[config.mk]
export PLATFORM = sky130hd
export DESIGN_NAME = button_gesture
export DESIGN_NICKNAME = d
export VERILOG_FILES = /design/src/rtl/button_gesture.sv
export SDC_FILE = /design/constraint.sdc
export NUM_CORES = 1
export LEC_CHECK = 0
export BUFFER_PORTS_ARGS = -buffer_cell sky130_fd_sc_hd__clkbuf_2
export CAP_MARGIN = 20
export CORE_UTILIZATION = 35
export CTS_CLUSTER_DIAMETER = 200
export DETAILED_ROUTE_END_ITERATION = 6
export GPL_TIMING_DRIVEN = 0
export SLEW_MARGIN = 20
export SYNTH_ARGS = -nofsm -noshare
export SYNTH_HDL_FRONTEND = slang
export SYNTH_SLANG_ARGS = --single-unit
[constraint.sdc]
create_clock -name pclk -period 4.3 [get_ports pclk]
set_input_delay 0.43 -clock pclk [delete_from_list [all_inputs] [get_ports pclk]]
set_output_delay 0.43 -clock pclk [all_outputs]
set_load 0.03 [all_outputs]
[src/rtl/button_gesture.sv]
// Push-button gesture classifier: synchronizes and debounces an active-low
// button, measures press length and reports short, medium, long and
// double-click gestures as single-cycle events.
module button_gesture #(
    parameter int unsigned DEBOUNCE_CYC = 1000000,
    parameter int unsigned MED_CYC      = 100000000,
    parameter int unsigned LONG_CYC     = 250000000,
    parameter int unsigned DBL_GAP_CYC  = 25000000
) (
    input  logic        pclk,
    input  logic        rst,
    input  logic        button,
    output logic        pressed,
    output logic        evt_valid,
    output logic [2:0]  evt_code,
    output logic [31:0] press_len
);

    localparam int unsigned CNT_W = 32;

    localparam logic [CNT_W-1:0] DB_LAST  = CNT_W'(DEBOUNCE_CYC - 1);
    localparam logic [CNT_W-1:0] MED_LEN  = CNT_W'(MED_CYC);
    localparam logic [CNT_W-1:0] LONG_LEN = CNT_W'(LONG_CYC);
    localparam logic [CNT_W-1:0] GAP_MAX  = CNT_W'(DBL_GAP_CYC);
    localparam logic [CNT_W-1:0] CNT_SAT  = {CNT_W{1'b1}};

    localparam logic [2:0] CODE_NONE   = 3'b000;
    localparam logic [2:0] CODE_SHORT  = 3'b001;
    localparam logic [2:0] CODE_MEDIUM = 3'b010;
    localparam logic [2:0] CODE_LONG   = 3'b011;
    localparam logic [2:0] CODE_DOUBLE = 3'b100;

    typedef enum logic [1:0] {
        IDLE   = 2'd0,
        PRESS1 = 2'd1,
        GAP    = 2'd2,
        PRESS2 = 2'd3
    } state_t;

    logic [1:0]       sync_q;
    logic             btn_sync;
    logic [CNT_W-1:0] db_cnt;
    logic             pressed_d;
    logic             press_edge_c;
    logic             rel_edge_c;
    logic [CNT_W-1:0] press_cnt;
    logic [CNT_W-1:0] gap_cnt;
    state_t           state;

    // Two-flop synchronizer; stores the inverted pin so 1 means held
    always_ff @(posedge pclk or posedge rst) begin
        if (rst) begin
            sync_q <= 2'b00;
        end else begin
            sync_q <= {sync_q[0], ~button};
        end
    end

    assign btn_sync = sync_q[1];

    // Debounce: level flips only after DEBOUNCE_CYC consecutive differing cycles
    always_ff @(posedge pclk or posedge rst) begin
        if (rst) begin
            db_cnt  <= '0;
            pressed <= 1'b0;
        end else if (btn_sync != pressed) begin
            if (db_cnt == DB_LAST) begin
                pressed <= ~pressed;
                db_cnt  <= '0;
            end else begin
                db_cnt <= db_cnt + CNT_W'(1);
            end
        end else begin
            db_cnt <= '0;
        end
    end

    // Delayed debounced level for edge detection
    always_ff @(posedge pclk or posedge rst) begin
        if (rst) begin
            pressed_d <= 1'b0;
        end else begin
            pressed_d <= pressed;
        end
    end

    assign press_edge_c = pressed & ~pressed_d;
    assign rel_edge_c   = ~pressed & pressed_d;

    // Press length counter; the edge cycle is the first held cycle, so it restarts at 1
    always_ff @(posedge pclk or posedge rst) begin
        if (rst) begin
            press_cnt <= '0;
            press_len <= '0;
        end else begin
            if (press_edge_c) begin
                press_cnt <= CNT_W'(1);
            end else if (pressed && (press_cnt != CNT_SAT)) begin
                press_cnt <= press_cnt + CNT_W'(1);
            end
            if (rel_edge_c) begin
                press_len <= press_cnt;
            end
        end
    end

    // Gesture FSM with registered single-cycle event outputs
    always_ff @(posedge pclk or posedge rst) begin
        if (rst) begin
            state     <= IDLE;
            gap_cnt   <= '0;
            evt_valid <= 1'b0;
            evt_code  <= CODE_NONE;
        end else begin
            evt_valid <= 1'b0;
            evt_code  <= CODE_NONE;
            case (state)
                IDLE: begin
                    if (press_edge_c) begin
                        state <= PRESS1;
                    end
                end
                PRESS1: begin
                    if (rel_edge_c) begin
                        if (press_cnt >= LONG_LEN) begin
                            evt_valid <= 1'b1;
                            evt_code  <= CODE_LONG;
                            state     <= IDLE;
                        end else if (press_cnt >= MED_LEN) begin
                            evt_valid <= 1'b1;
                            evt_code  <= CODE_MEDIUM;
                            state     <= IDLE;
                        end else begin
                            gap_cnt <= '0;
                            state   <= GAP;
                        end
                    end
                end
                GAP: begin
                    // A press in the timeout cycle still counts as the second click
                    if (press_edge_c) begin
                        state <= PRESS2;
                    end else if (gap_cnt >= GAP_MAX) begin
                        evt_valid <= 1'b1;
                        evt_code  <= CODE_SHORT;
                        state     <= IDLE;
                    end else begin
                        gap_cnt <= gap_cnt + CNT_W'(1);
                    end
                end
                PRESS2: begin
                    if (rel_edge_c) begin
                        evt_valid <= 1'b1;
                        evt_code  <= CODE_DOUBLE;
                        state     <= IDLE;
                    end
                end
                default: begin
                    state <= IDLE;
                end
            endcase
        end
    end

endmodule

==> qor.csv <==
stage,metric,value,unit
status,status,finished clean,
timing,setup_ws,1.596,ns
timing,slew-limit-headroom,0.5545,
detailed_routing,drt_wl_total,15700,um
logic_synthesis,syn-cell-area,0.006838,sq mm
logic_synthesis,syn_avg_cell_area,9.354,sq um
place,portBuffers,39,
logic_synthesis,ys_warn_count,0,
logic_synthesis,synth.top_cell.area_share,0.5050,
logic_synthesis,ys.flop_type,dfrtp_1,
detailed_routing,drtIter0Drc,406,
floorplanning,core_area,0.01896,sq mm
pwr,p_leak,3.699,nW
worst_setup_path,critPathKind,reg2reg,
global_routing,gr-usage-all-layers,0.1666,
run,cap_violations,0,
worst_setup_path,path_common_cell,clkbuf_1,
final_layout,nets,798,
detailed_routing,drc,0,
clock_network,ctsHoldBuffers,0,
final_layout,area_growth_syn_to_layout,17.58,%
final_layout,drive_gt1_frac,0.1196,
clock_network,postCtsSetupRepairBufs,0,
clock_network,clock_path_buffers,2,
logic_synthesis,syn_inst,731,
worst_setup_path,critPathMaxStageDelay,0.48,ns
detailed_routing,wl_met1,7468,um
floorplanning,die_w,141.8,um
logic_synthesis,synth_edf_count,0,
detailed_routing,wl_met2,7419,um
place,preCtsSetupSlack,1.564,ns
timing,setup_viol,0,
clock_network,cts_root_buffer,clkbuf_16,
global_routing,grt_pass1_vias,5215,
floorplanning,std_cell_rows,50,
place,place_congestion,0.8415,
timing,period_needed,2.704,ns
place,place_inst,1031,
worst_setup_path,arrival,3.01,ns
clock_network,cts.clk_slew.worst_paths,0.06,ns
worst_setup_path,cp_max_fo,10,
detailed_routing,ant_nets,0,
global_routing,grt_overflow,0,
worst_setup_path,cp_slowest_cell,o21ai_0,
worst_hold_path,hp-class,in2async,
clock_network,numCtsBuffers,17,
detailed_routing,first_pass_iters,5,
timing,period_share,0.6287,
timing,hold_violations,0,
detailed_routing,top_layer_used,met4,
logic_synthesis,ys_seq_area_frac,0.5050,
detailed_routing,dr_wl_met3,524,um
worst_setup_path,path_cells,clkinv_1 -> o21ai_0 -> or3_1 -> clkbuf_1 -> clkbuf_1 -> nor3_1 -> a211o_1,
final_layout,stdcell_count,1063,
floorplanning,die-area,0.02010,sq mm
timing,skew,0.009405,ns
floorplanning,initial_core_util,0.3607,
floorplanning,die_h,141.8,um
timing,slew_viol_final,0,
logic_synthesis,ys_top_cells_by_area,"dfrtp_1 51%, nand2_1 6.9%, nor2_1 3.5%",
floorplanning,io_pins,40,
pwr,powerDensity,365.9,mW/mm^2
global_routing,antenna_found_initial,0,
logic_synthesis,yosys.area.top_type,dfrtp_1,
global_routing,grt_pass1_wl,26500,um
worst_setup_path,cp_top_family,buffers and inverters,
timing,fmax,369.9,MHz
worst_setup_path,crit_path_end_kind,flip-flop,
clock_network,numClockSinks,138,
logic_synthesis,synth.ff_latch_count,138,
timing,rsz0062_at_grt,no,
timing,tightest_slew,0.6632,ns
clock_network,cts_resized,0,
worst_setup_path,start_kind,flip-flop,
worst_setup_path,path_buf_inv,3,
timing,worst_hold_slack,0.003083,ns
logic_synthesis,synthArstFlopShare,1.000,
final_layout,nFillCells,1860,
detailed_routing,num_vias,5508,
detailed_routing,detail_route.wl_per_cell,14.76,um
clock_network,cts_tree,done,
logic_synthesis,syn_nets,739,
pwr,irDropWorstVdd,230.3,uV
clock_network,htree_levels,4,
logic_synthesis,synth_cell_type_count,68,
global_routing,grt_start_max_net_pins,88,
clock_network,clock_latency,0.42,ns
worst_setup_path,crit_required,4.61,ns
place,hpwlAfterDp,10680,um
detailed_routing,avgViaCountPerCell,5.182,
final_layout,diodes,0,
cell usage in the layout (no fill, tap or decap), types with 3 or more instances in the layout:
cell and count:
o31ai_1 10, nor3_2 3, a21oi_1 17, nor2_1 63, nand3_1 40, nand2_1 125
and2_1 11, clkbuf_1 34, a221o_1 7, nor4_1 12, clkinvlp_4 3, o211ai_1 3
and3_1 16, a31oi_1 3, or3_1 19, clkinv_2 3, xnor2_1 20, nor3_1 19
and4_1 8, ha_1 5, nor4b_1 4, a21o_1 10, clkbuf_8 4, nor2b_1 7
buf_2 3, clkbuf_2 39, inv_1 19, a211o_1 6, xor2_1 22, clkbuf_16 17
o21ai_1 12, or4_1 4, o21ai_0 21, bufinv_16 4, nand4_1 24, dfrtp_1 138
report_power, final:
group	total [mW]	switching, mW	internal (mW)	leakage (nW)
combinational	0.0407	0.0333	0.00739	1.47
clock	1.60	0.567	1.03	0.311
sequential	1.30	0.00202	1.30	1.92
total	2.94	0.602	2.34	3.70
kinds of logic (layout without fill, tap and decap cells):
family / Yosys count / count (layout) / synth area share
AOI/OAI and AO/OA: 109 / 109 / 0.1129
xor gates and xnor gates: 42 / 42 / 0.05380
adders and majority gates: 5 / 5 / 0.009149
buffers and inverters: 61 / 133 / 0.03623
DFF: 138 / 138 / 0.5050
muxes: 1 / 1 / 0.001464
and+or+nand+nor: 375 / 375 / 0.2814
worst reg2reg max path, delay by kind of cell (launching register included):
kind / cells / cell delay, ns
AO/OA/AOI/OAI: 2 / 0.72
buffers and inverters: 3 / 1.15
flip-flops: 1 / 0.44
AND/OR/NAND/NOR: 2 / 0.28
sequential cells by signal (all words and copies together), names as in the netlist:
register   flops
db_cnt        32
evt_code       3
evt_valid      1
gap_cnt       32
press_cnt     32
press_len     32
pressed        1
pressed_d      1
state          2
sync_q         2
area by class of cell:
type | instances | area (sq um) | share of cell area
repair buffers | 40 | 222.7 | 0.02770
well taps | 260 | 325.3 | 0.04046
multi-input cells | 532 | 3137 | 0.3901
flip-flops and latches | 138 | 3453 | 0.4295
clock buffers | 21 | 480.5 | 0.05976
inverters | 21 | 86.33 | 0.01074
plain buffers | 40 | 168.9 | 0.02101
clock inverters | 11 | 166.4 | 0.02070
Yosys cell counts (all sizes together), types with 5 or more instances:
cell and number:
or4 5, nand4 26, and4 8, buf 6
o31ai 11, a221o 7, and2 12, nor2 64
nor3 23, clkbuf 34, a21oi 18, nor4 15
xor2 22, or3 19, inv 20, xnor2 20
ha 5, o21ai 33, dfrtp 138, a21o 10
a211o 6, and3 16, nor2b 7, nand3 40
nand2 125
per-layer routing:
layer	GRT usage	up-vias
met5	0	-
met4	0.07187	0
met3	0.02666	24
met2	0.2707	121
met1	0.2199	2662
li1	-	2701
path summary, 6_finish.rpt:
kind,start,endpoint,slack (ns),cells past startpoint
setup / recovery,pressed$_DFFE_PP0P_,gap_cnt[9]$_DFFE_PP0P_,1.60,7
hold / removal,rst,gap_cnt[15]$_DFFE_PP0P_,0.003,2
setup reg to reg,pressed$_DFFE_PP0P_,gap_cnt[9]$_DFFE_PP0P_,1.60,7
hold reg to reg,sync_q[0]$_DFF_PP0_,sync_q[1]$_DFF_PP0_,0.35,0
max in group asynchronous,rst,gap_cnt[27]$_DFFE_PP0P_,3.54,3
min in group pclk,button,sync_q[0]$_DFF_PP0_,0.14,2
stage by stage:
step | TNS, ns | util | total power [mW] | instance area (sq um)
after floorplan | 0 | - | 1.355 | 6838
after global placement | -212.64 | 0.3882 | 1.368 | 7358
after detailed placement | 0 | 0.3900 | 1.372 | 7393
after CTS | 0 | 0.4242 | 2.972 | 8040
after global routing | 0 | 0.4242 | 3.030 | 8040
final | 0 | 0.4242 | 2.942 | 8040
Note: power is estimated with default switching activity, not from simulation.
